`config.mk`:
```
export PLATFORM = sky130hd
export DESIGN_NAME = wb_arbiter_2x1_flat
export DESIGN_NICKNAME = d
export VERILOG_FILES = /design/src/rtl/wb_arb_pkg.sv /design/src/rtl/wb_if.sv /design/src/rtl/wb_arb_watchdog.sv /design/src/rtl/wb_arbiter_2x1.sv /design/src/flat_wrapper.sv
export SDC_FILE = /design/constraint.sdc
export NUM_CORES = 1
export LEC_CHECK = 0
export ABC_AREA = 1
export BUFFER_PORTS_ARGS = -buffer_cell sky130_fd_sc_hd__buf_2
export CAP_MARGIN = 25
export CORE_AREA = 2 2 124 126
export CTS_CLUSTER_SIZE = 14
export DETAILED_ROUTE_END_ITERATION = 8
export DIE_AREA = 0 0 126 128
export GPL_TIMING_DRIVEN = 0
export PLACE_DENSITY = 0.56
export SYNTH_ARGS = -nofsm -noshare
export SYNTH_HDL_FRONTEND = slang
export SYNTH_SLANG_ARGS = --single-unit
```
`constraint.sdc`:
```
create_clock -name clk -period 2 [get_ports clk]
set_input_delay 0.4 -clock clk [delete_from_list [all_inputs] [get_ports clk]]
set_output_delay 0.4 -clock clk [all_outputs]
set_load 0.02 [all_outputs]
```
`src/rtl/wb_arb_pkg.sv`:
```
//------------------------------------------------------------------------------
// Module   : wb_arb_pkg
// Brief    : Shared arbiter state encoding and grant helper.
// Revision : 1.0
//------------------------------------------------------------------------------
`default_nettype none

package wb_arb_pkg;

  typedef enum logic [1:0] {
    IDLE = 2'd0,
    OWN0 = 2'd1,
    OWN1 = 2'd2
  } arb_state_e;

  function automatic logic [1:0] grant_onehot(input arb_state_e st);
    case (st)
      OWN0:    return 2'b01;
      OWN1:    return 2'b10;
      default: return 2'b00;
    endcase
  endfunction

endpackage

`default_nettype wire

```
`src/rtl/wb_if.sv`:
```
//------------------------------------------------------------------------------
// Module   : wb_if
// Brief    : Classic Wishbone bus bundle with master/slave views.
// Revision : 1.0
//------------------------------------------------------------------------------
`default_nettype none

interface wb_if #(
  parameter int WB_ADDR_WIDTH = 32,
  parameter int WB_DATA_WIDTH = 32
);
  logic [WB_ADDR_WIDTH-1:0]   adr;
  logic [WB_DATA_WIDTH-1:0]   dat_w;
  logic [WB_DATA_WIDTH-1:0]   dat_r;
  logic [WB_DATA_WIDTH/8-1:0] sel;
  logic                       we;
  logic                       cyc;
  logic                       stb;
  logic                       ack;
  logic                       err;

  modport master (output adr, dat_w, sel, we, cyc, stb, input dat_r, ack, err);
  modport slave  (input adr, dat_w, sel, we, cyc, stb, output dat_r, ack, err);
endinterface

`default_nettype wire

```
`src/rtl/wb_arb_watchdog.sv`:
```
//------------------------------------------------------------------------------
// Module   : wb_arb_watchdog
// Brief    : Counts unanswered strobed cycles and pulses o_timeout at the limit.
// Revision : 1.0
//------------------------------------------------------------------------------
`default_nettype none

module wb_arb_watchdog #(
  parameter int TIMEOUT_CYCLES = 255
) (
  input  wire logic clk,
  input  wire logic rstn,
  input  wire logic i_req,
  input  wire logic i_ack,
  input  wire logic i_err,
  input  wire logic i_clr,
  output logic      o_timeout
);

  generate
    if (TIMEOUT_CYCLES > 0) begin : g_wd
      localparam int c_wd_w = $clog2(TIMEOUT_CYCLES + 1);
      localparam logic [c_wd_w-1:0] c_limit = c_wd_w'(TIMEOUT_CYCLES);

      logic [c_wd_w-1:0] r_wd;
      logic              w_hit;

      assign w_hit = i_req && (r_wd == c_limit);

      always_ff @(posedge clk or negedge rstn) begin
        if (!rstn) begin
          r_wd <= '0;
        end else if (w_hit || i_clr || !i_req || i_ack || i_err) begin
          r_wd <= '0;
        end else begin
          r_wd <= r_wd + 1'b1;
        end
      end

      assign o_timeout = w_hit;
    end else begin : g_no_wd
      logic w_unused;
      assign w_unused  = ^{clk, rstn, i_req, i_ack, i_err, i_clr};
      assign o_timeout = 1'b0;
    end
  endgenerate

endmodule

`default_nettype wire

```
`src/rtl/wb_arbiter_2x1.sv`:
```
//------------------------------------------------------------------------------
// Module   : wb_arbiter_2x1
// Brief    : Round-robin two-master Wishbone arbiter with access watchdog.
// Revision : 1.0
//------------------------------------------------------------------------------
`default_nettype none

module wb_arbiter_2x1
  import wb_arb_pkg::*;
#(
  parameter int WB_ADDR_WIDTH  = 32,
  parameter int WB_DATA_WIDTH  = 32,
  parameter int TIMEOUT_CYCLES = 255
) (
  input  wire logic  clk,
  input  wire logic  rstn,
  wb_if.slave        m0,
  wb_if.slave        m1,
  wb_if.master       s,
  output logic [1:0] grant,
  output logic       timeout
);

  arb_state_e r_state;
  arb_state_e w_next;
  logic       r_last;
  logic       w_own_cyc;
  logic       w_own_stb;
  logic       w_req;
  logic       w_timeout;

  always_ff @(posedge clk or negedge rstn) begin
    if (!rstn) begin
      r_state <= IDLE;
      r_last  <= 1'b1;
    end else begin
      r_state <= w_next;
      if (w_next == OWN0) begin
        r_last <= 1'b0;
      end else if (w_next == OWN1) begin
        r_last <= 1'b1;
      end
    end
  end

  // Owner releases by dropping cyc; a waiting peer takes over with no idle cycle.
  always_comb begin
    w_next = r_state;
    case (r_state)
      IDLE: begin
        if (m0.cyc && m1.cyc) begin
          w_next = r_last ? OWN0 : OWN1;
        end else if (m0.cyc) begin
          w_next = OWN0;
        end else if (m1.cyc) begin
          w_next = OWN1;
        end
      end
      OWN0:    if (!m0.cyc) w_next = m1.cyc ? OWN1 : IDLE;
      OWN1:    if (!m1.cyc) w_next = m0.cyc ? OWN0 : IDLE;
      default: w_next = IDLE;
    endcase
  end

  always_comb begin
    w_own_cyc = 1'b0;
    w_own_stb = 1'b0;
    case (r_state)
      OWN0: begin
        w_own_cyc = m0.cyc;
        w_own_stb = m0.stb;
      end
      OWN1: begin
        w_own_cyc = m1.cyc;
        w_own_stb = m1.stb;
      end
      default: ;
    endcase
  end

  assign w_req = w_own_cyc && w_own_stb;

  wb_arb_watchdog #(
    .TIMEOUT_CYCLES (TIMEOUT_CYCLES)
  ) u_watchdog (
    .clk       (clk),
    .rstn      (rstn),
    .i_req     (w_req),
    .i_ack     (s.ack),
    .i_err     (s.err),
    .i_clr     (w_next != r_state),
    .o_timeout (w_timeout)
  );

  // Slave-side request mux; a timeout masks cyc/stb so the slave drops the access.
  always_comb begin
    s.adr   = {WB_ADDR_WIDTH{1'b0}};
    s.dat_w = {WB_DATA_WIDTH{1'b0}};
    s.sel   = {(WB_DATA_WIDTH/8){1'b0}};
    s.we    = 1'b0;
    s.cyc   = 1'b0;
    s.stb   = 1'b0;
    case (r_state)
      OWN0: begin
        s.adr   = m0.adr;
        s.dat_w = m0.dat_w;
        s.sel   = m0.sel;
        s.we    = m0.we;
        s.cyc   = m0.cyc && !w_timeout;
        s.stb   = m0.stb && !w_timeout;
      end
      OWN1: begin
        s.adr   = m1.adr;
        s.dat_w = m1.dat_w;
        s.sel   = m1.sel;
        s.we    = m1.we;
        s.cyc   = m1.cyc && !w_timeout;
        s.stb   = m1.stb && !w_timeout;
      end
      default: ;
    endcase
  end

  always_comb begin
    m0.ack   = 1'b0;
    m0.err   = 1'b0;
    m1.ack   = 1'b0;
    m1.err   = 1'b0;
    m0.dat_r = s.dat_r;
    m1.dat_r = s.dat_r;
    case (r_state)
      OWN0: begin
        m0.ack = s.ack && !w_timeout;
        m0.err = s.err || w_timeout;
      end
      OWN1: begin
        m1.ack = s.ack && !w_timeout;
        m1.err = s.err || w_timeout;
      end
      default: ;
    endcase
  end

  assign grant   = grant_onehot(r_state);
  assign timeout = w_timeout;

endmodule

`default_nettype wire

```
`src/flat_wrapper.sv`:
```
// flat-port wrapper written by rule: the top's interface ports become plain ports
module wb_arbiter_2x1_flat import wb_arb_pkg::*;
#(
  parameter int WB_ADDR_WIDTH  = 32,
  parameter int WB_DATA_WIDTH  = 32,
  parameter int TIMEOUT_CYCLES = 255
)
  (clk, rstn, grant, timeout, m0_adr, m0_dat_w, m0_sel, m0_we, m0_cyc, m0_stb, m0_dat_r, m0_ack, m0_err, m1_adr, m1_dat_w, m1_sel, m1_we, m1_cyc, m1_stb, m1_dat_r, m1_ack, m1_err, s_adr, s_dat_w, s_sel, s_we, s_cyc, s_stb, s_dat_r, s_ack, s_err);
  wb_if #(.WB_ADDR_WIDTH(WB_ADDR_WIDTH), .WB_DATA_WIDTH(WB_DATA_WIDTH)) m0_i ();
  wb_if #(.WB_ADDR_WIDTH(WB_ADDR_WIDTH), .WB_DATA_WIDTH(WB_DATA_WIDTH)) m1_i ();
  wb_if #(.WB_ADDR_WIDTH(WB_ADDR_WIDTH), .WB_DATA_WIDTH(WB_DATA_WIDTH)) s_i ();
  input  wire logic clk;
  input  wire logic rstn;
  output logic [1:0] grant;
  output logic timeout;
  input wire logic [$bits(m0_i.adr)-1:0] m0_adr;
  input wire logic [$bits(m0_i.dat_w)-1:0] m0_dat_w;
  input wire logic [$bits(m0_i.sel)-1:0] m0_sel;
  input wire logic [$bits(m0_i.we)-1:0] m0_we;
  input wire logic [$bits(m0_i.cyc)-1:0] m0_cyc;
  input wire logic [$bits(m0_i.stb)-1:0] m0_stb;
  output wire logic [$bits(m0_i.dat_r)-1:0] m0_dat_r;
  output wire logic [$bits(m0_i.ack)-1:0] m0_ack;
  output wire logic [$bits(m0_i.err)-1:0] m0_err;
  input wire logic [$bits(m1_i.adr)-1:0] m1_adr;
  input wire logic [$bits(m1_i.dat_w)-1:0] m1_dat_w;
  input wire logic [$bits(m1_i.sel)-1:0] m1_sel;
  input wire logic [$bits(m1_i.we)-1:0] m1_we;
  input wire logic [$bits(m1_i.cyc)-1:0] m1_cyc;
  input wire logic [$bits(m1_i.stb)-1:0] m1_stb;
  output wire logic [$bits(m1_i.dat_r)-1:0] m1_dat_r;
  output wire logic [$bits(m1_i.ack)-1:0] m1_ack;
  output wire logic [$bits(m1_i.err)-1:0] m1_err;
  output wire logic [$bits(s_i.adr)-1:0] s_adr;
  output wire logic [$bits(s_i.dat_w)-1:0] s_dat_w;
  output wire logic [$bits(s_i.sel)-1:0] s_sel;
  output wire logic [$bits(s_i.we)-1:0] s_we;
  output wire logic [$bits(s_i.cyc)-1:0] s_cyc;
  output wire logic [$bits(s_i.stb)-1:0] s_stb;
  input wire logic [$bits(s_i.dat_r)-1:0] s_dat_r;
  input wire logic [$bits(s_i.ack)-1:0] s_ack;
  input wire logic [$bits(s_i.err)-1:0] s_err;
  assign m0_i.adr = m0_adr;
  assign m0_i.dat_w = m0_dat_w;
  assign m0_i.sel = m0_sel;
  assign m0_i.we = m0_we;
  assign m0_i.cyc = m0_cyc;
  assign m0_i.stb = m0_stb;
  assign m0_dat_r = m0_i.dat_r;
  assign m0_ack = m0_i.ack;
  assign m0_err = m0_i.err;
  assign m1_i.adr = m1_adr;
  assign m1_i.dat_w = m1_dat_w;
  assign m1_i.sel = m1_sel;
  assign m1_i.we = m1_we;
  assign m1_i.cyc = m1_cyc;
  assign m1_i.stb = m1_stb;
  assign m1_dat_r = m1_i.dat_r;
  assign m1_ack = m1_i.ack;
  assign m1_err = m1_i.err;
  assign s_adr = s_i.adr;
  assign s_dat_w = s_i.dat_w;
  assign s_sel = s_i.sel;
  assign s_we = s_i.we;
  assign s_cyc = s_i.cyc;
  assign s_stb = s_i.stb;
  assign s_i.dat_r = s_dat_r;
  assign s_i.ack = s_ack;
  assign s_i.err = s_err;
  wb_arbiter_2x1 #(.WB_ADDR_WIDTH(WB_ADDR_WIDTH), .WB_DATA_WIDTH(WB_DATA_WIDTH), .TIMEOUT_CYCLES(TIMEOUT_CYCLES)) u_core (.clk(clk), .rstn(rstn), .m0(m0_i), .m1(m1_i), .s(s_i), .grant(grant), .timeout(timeout));
endmodule
```
# --- Yosys cells after proc, flatten, opt, wreduce, memory -nomap -nowiden ---
# Cells that the tools add are included.
classes:
  add_sub_neg: 1
  n_eq_ne: 6
  muxes: 25
  n_reduce_logical: 17
op_table:
  columns: ["operator", "count"]
  rows:
  - ["$pmux W32 S2", 2]
  - ["$mux W2", 7]
  - ["$pmux W1 S2", 5]
  - ["$add A8 B1 Y8 const B", 1]
  - ["$eq A8 B8 Y1 const B", 1]
  - ["$logic_and A1 B1 Y1", 8]
  - ["$mux W8", 1]
  - ["$pmux W4 S2", 1]
  - ["$mux W1", 7]
  - ["$pmux W2 S3", 1]
  - ["$logic_or A1 B1 Y1", 5]
  - ["$eq A2 B1 Y1 const B", 2]
  - ["$eq A2 B2 Y1 const B", 2]
  - ["$pmux W2 S2", 1]
  - ["$logic_not A1 Y1", 2]
  - ["$logic_not A2 Y1", 1]
  - ["$ne A2 B2 Y1", 1]
  - ["$reduce_bool A2 Y1", 1]
totals:
  ff_bits: 11
  in_bits: 178
  out_inout_bits: 142
  wordCells: 52

# --- Longest topological paths before layout ---
depth:
  word_depth: 10
  mapped_depth: 12
  ltp_nobuf: 11

# --- By module ---
# Synthesis repeated with hierarchy kept, for this count alone.
hier_totals:
  hier_cells: 417
  area_unflattened_um2: 2313.5
by_module_without_submodules:
  columns: ["mod", "n_inst", "cells_per_inst", "area_each_um2", "seq_area_each_um2"]
  rows:
  - ["wb_arbiter_2x1", 1, 359, 1861.8, 76.3]
  - ["wb_arb_watchdog", 1, 58, 451.7, 200.2]

# --- Worst setup path before layout ---
# Ideal clock, no wire load.
synth_path:
  path_kind: "flip-flop to output port"
  from: "reg u_core.r_state[0]"
  to: "out m0_err"
  arrival_time_ns: 1.755
  t_required_ns: 1.600
  slack_ns: -0.155
  path_stages_with_launch: 12
  n_path_buf: 1
  cell_sequence: "dfrtp_1 > inv_1 > ha_1 > buf_4 > nand2_1 > nand2_2 > inv_2 > nor2_2 > nand4_1 > inv_2 > nor2_1 > nor2_1"
synth_via:
  elab_chain_cells: 6
  word_cells_on_any_way: 8
  classes_between: "2 x eq/ne; 3 x mux; 3 x reduce/logical"
synth_rtl:
  columns: ["item", "line", "source"]
  rows:
  - ["start, declared", "wb_arbiter_2x1.sv:24", "arb_state_e r_state;"]
  - ["start signal, assigned", "wb_arbiter_2x1.sv:37", "r_state <= w_next;"]
  - ["$eq A2 B2 Y1 / $eq A2 B1 Y1 (equally long branches)", "wb_arbiter_2x1.sv:68", "case (r_state)"]
  - ["$pmux W1 S2", "wb_arbiter_2x1.sv:68", null]
  - ["$logic_and A1 B1 Y1 (*)", "wb_arbiter_2x1.sv:81", "assign w_req = w_own_cyc && w_own_stb;"]
  - ["$logic_and A1 B1 Y1 (*)", "wb_arb_watchdog.sv:28", "assign w_hit = i_req && (r_wd == c_limit);"]
  - ["net timeout", "flat_wrapper.sv:15", "output logic timeout;"]
  - ["$logic_or A1 B1 Y1 (*)", "wb_arbiter_2x1.sv:134", "m0.err = s.err || w_timeout;"]
  - ["$mux W1 (*)", "wb_arbiter_2x1.sv:131", "case (r_state)"]
  - ["end, declared", "flat_wrapper.sv:24", "output wire logic [$bits(m0_i.err)-1:0] m0_err;"]
# Mark *: on every way through the listed nets, which the timed path passes. The rest lies on a longest branch.

# --- Worst setup path in the final report ---
layout_path:
  from: "reg u_core.r_state[1]"
  to: "out m0_err"
layout_via:
  elab_chain_cells: 6
  word_cells_on_any_way: 8
  classes_between: "2 x eq/ne; 3 x mux; 3 x reduce/logical"
layout_rtl:
  columns: ["item", "line"]
  rows:
  - ["$eq A2 B2 Y1 / $eq A2 B1 Y1 (equally long branches)", "wb_arbiter_2x1.sv:68, wb_arbiter_2x1.sv:131"]
  - ["$pmux W1 S2", "wb_arbiter_2x1.sv:68"]
  - ["$logic_and A1 B1 Y1", "wb_arbiter_2x1.sv:81"]
  - ["$logic_and A1 B1 Y1", "wb_arb_watchdog.sv:28"]
  - ["$logic_or A1 B1 Y1", "wb_arbiter_2x1.sv:134"]
  - ["$mux W1 (*)", "wb_arbiter_2x1.sv:131"]
# Mark *: on every way between the ends. The rest lies on a longest branch, timed or not.

==> results.txt <==
The switching part of the total power is between 40% and 50%. At the worst endpoint, the arrival time is approximately 1.9 ns. Wires add up to 14,000 µm. The total cell area at the placement stage is 0.00400 mm². The total area of multi-input combinational cells is 0.00219 mm². The leakage power total came out at just under 0.003 µW. The total negative slack for setup checks is -12.98 ns. STA classifies the critical path startpoint as a flop. The number of port buffers came out at 287.

The mean instance size in the synthesized netlist is 5.73 µm². The capturing element type of the critical path is an output port. The share of the clock period used by the worst path after layout is 114%. The post-synthesis register bit count came out at 11. The combinational share of power came out at 92.0%. The total die area came out at 0.0161 mm².

The clock latency on the worst-skew pair came out at 0.23 ns. Of all flip-flops after synthesis, the portion carrying an async set or reset was 100%. The net switching component of the power came out at 4040 µW. Leaving out fill and tap cells, the most frequent cell in the layout is sky130_fd_sc_hd__buf_2. The startpoint identified for the worst register-to-register timing path is u_core.r_state[0]. The worst setup skew after layout came out at 0.000591 ns. The data required time of the critical path is ~1.6 ns. Clock tree synthesis found a total of 11 sinks. For this run, the leading register cell type out of synthesis is sky130_fd_sc_hd__dfrtp_1. The start-to-end type of the worst setup path is reg2out. The storage element area came out at 279 µm².

The worst register-to-register path has a depth of 12. The starting density of the core came out at 15.5%. For this run, the detailed router's first-pass iteration total came to 4. Measured along the y axis, the die boundary spans about 130 µm. For this run, the top clock speed supported by timing is between 400 and 500 MHz. The number of clock buffers inserted by TritonCTS came out at 3.

The count of antenna diodes in the layout is 0. The launching element of the worst setup path is u_core.r_state[1]. The clock tree from TritonCTS is built.

The region available for standard cell placement spans about 0.015 mm². Across every metal layer, demand over resource in global routing totals between 10% and 20%. In this run the number of H-tree levels came out at 1.

In this run the power density over the cells is 1360 mW/mm². The synthesized net count is 588. After detailed routing, the average wire length per cell comes to ~15 µm. Setup violations remaining at the end of the flow were counted as 76. Ranked by total cell area, the synthesized netlist is headed by sky130_fd_sc_hd__nand2_1, sky130_fd_sc_hd__buf_4, sky130_fd_sc_hd__a21oi_1. Summing the sequential cell areas from Yosys gives 12.0% of the chip area. Max-cap violations in this run came to 0.

The clock network is responsible for between 4 and 5% of the overall power. The transition time at the pin with the least slew margin is 0.267 ns. Counting along the longest clock path gives a buffer depth of 2. After detailed routing, the number of remaining DRC violations is 0. During synthesis, Yosys emitted a total of 0 warnings. The cell row count came out at 45. The synthesized area is 0.00230 mm². The total half-perimeter wirelength after legalization and detailed placement came out at 9830 µm. The class of the tightest hold or removal check is in2async. The number of nets with antenna violations after detailed routing came out at 0. The overall die width came out at 126 µm. The fraction of final layout cells with drive strength greater than 1 came out at between 70% and 80%.

The final reports fail on negative setup slack. The I/O pin count is 320. The flow ran to the end, but the final reports show violations.

Once layout is done, the placed cells without fillers occupy 0.00612 mm². The number of max-slew violations in the final report came out at 0. The shortest clock period the worst path allows after layout is 2.27 ns. In the layout the commonest cells are sky130_fd_sc_hd__buf_2, sky130_fd_sc_hd__nand2_1, sky130_fd_sc_hd__buf_4. The worst path setup slack after routing is -0.271 ns. The internal power of the cells totals 4270 µW. Setup repair after global routing could not meet its margin everywhere. The worst max-slew margin expressed relative to the limit came out at between 80% and 90%. The maximum resistive drop on vdd is 512 µV. The post-synthesis instance total came out at 402. The global placer's final weighted congestion is between 0.7 and 0.8. The number of synthesized flops with an enable pin is 0.

Dividing the detail-routed via count by the number of cells gives 4.08. The number of endpoints with negative hold slack in the final report came to 0. Clock-pin slew was measured on the worst setup and hold paths at 0.04 ns. The DRC marker count from the first detailed-route iteration came out at 74.

Counting the fill cells in the layout gives 1,471. The number of global-route vias before repair is 3,518. The number of standard cells in the final layout excluding fillers is 920. The final global-route overflow total is 0. The number of antenna violations at the first check in global routing is 0. In this run the clock root is driven by a sky130_fd_sc_hd__clkbuf_16. The maximum number of pins on one net before global-route repair came out at 12. The top cell type by total area after synthesis is sky130_fd_sc_hd__nand2_1. Along the worst path, the maximum fanout reaches 4.

The register share of total power came out at approximately 3.7%. The first global-routing pass estimated 18,700 µm of wire. The layout net count came out at 919. The number of distinct library cells after synthesis came out at 24. Across all layers, the routed design uses roughly 3,700 vias.

The layout overhead on the synthesized area came out at 166%. The worst hold slack across all endpoints came out at ~0.033 ns. The area share of the largest cell type after synthesis came out at 26.4%.

Counting tap cells, the placed design contains a total of 877 instances.
[worst max-delay path: stages (launching register included)]
cell                      delay (ns)
sky130_fd_sc_hd__dfrtp_2        0.45
sky130_fd_sc_hd__inv_4          0.10
sky130_fd_sc_hd__ha_4           0.14
sky130_fd_sc_hd__buf_8          0.11
sky130_fd_sc_hd__nand2_2        0.05
sky130_fd_sc_hd__nand2_2        0.08
sky130_fd_sc_hd__inv_2          0.04
sky130_fd_sc_hd__nor2_2         0.08
sky130_fd_sc_hd__nand4_1        0.17
sky130_fd_sc_hd__inv_2          0.13
sky130_fd_sc_hd__nor2_4         0.05
sky130_fd_sc_hd__nor2_2         0.11
sky130_fd_sc_hd__buf_6          0.13
[worst paths after layout]
kind                                             endpoint  slack [ns]
min                        u_core.u_watchdog.g_wd.r_wd[1]        0.03
min in group clk                            u_core.r_last        0.48
max                                                m0_err       -0.27
max in group asynchronous                   u_core.r_last        1.70
max reg2reg                u_core.u_watchdog.g_wd.r_wd[1]        0.10
min reg2reg                                 u_core.r_last        0.48
[sequential cells by signal (all words and copies together), names as in the netlist]
signal                       count
u_core.u_watchdog.g_wd.r_wd      8
u_core.r_state                   2
u_core.r_last                    1
[cell type report]
class	count	area share [%]
sequential	11	4.56
timing repair buffer	327	38.0
inverter	19	1.45
clock buffer	4	1.29
buffer	86	15.0
tap	188	3.84
multi-input combinational	285	35.8
[metal layers]
layer / up-vias / global-route usage (%) / routed length [µm]
li1: 1869 / - / -
met3: 12 / 2.17 / 823
met1: 1717 / 17.4 / 5470
met4: 0 / 3.10 / 159
met2: 151 / 27.2 / 7560
met5: - / 0 / 0
[repair_timing]
item,CTS,global route
setup buffers,26,7
hold buffers,0,0
pin swaps,9,36
cloned,9,5
endpoints found under the setup margin,77,85
resized for setup,283,115
[through the flow]
step,power [µW],setup WS [ns],utilization [%]
2_1_floorplan,2600,-0.0704,-
3_3_place_gp,3880,-0.611,26.9
3_5_place_dp,3880,-0.636,26.9
4_1_cts,7210,-0.254,37.2
5_1_grt,8720,-0.390,41.2
6_report,8310,-0.271,41.2
[cell families after synthesis]
| group | synth area share [%] |
|---|---|
| flops | 12.0 |
| buf+inv | 28.1 |
| fa+ha+maj | 4.35 |
| compound gates | 15.9 |
| xor+xnor | 2.28 |
| simple gates | 37.4 |
[power groups by stage]
stage	registers, µW	logic, µW	clock network [µW]
2_1_floorplan	299	2310	0
3_3_place_gp	311	3570	0
3_5_place_dp	312	3570	0
4_1_cts	304	6540	364
5_1_grt	311	8030	380
6_report	307	7640	357
[Yosys cell counts (4+ instances only)]
master	count
sky130_fd_sc_hd__dfrtp_1	10
sky130_fd_sc_hd__a21oi_1	72
sky130_fd_sc_hd__buf_4	66
sky130_fd_sc_hd__nand2_2	5
sky130_fd_sc_hd__nand3_1	7
sky130_fd_sc_hd__inv_1	14
sky130_fd_sc_hd__nand2_1	162
sky130_fd_sc_hd__ha_1	8
sky130_fd_sc_hd__xor2_1	4
sky130_fd_sc_hd__nor3_2	8
sky130_fd_sc_hd__clkbuf_1	19
sky130_fd_sc_hd__nor2_1	7
No activity file was read; power rests on OpenSTA's default activity.
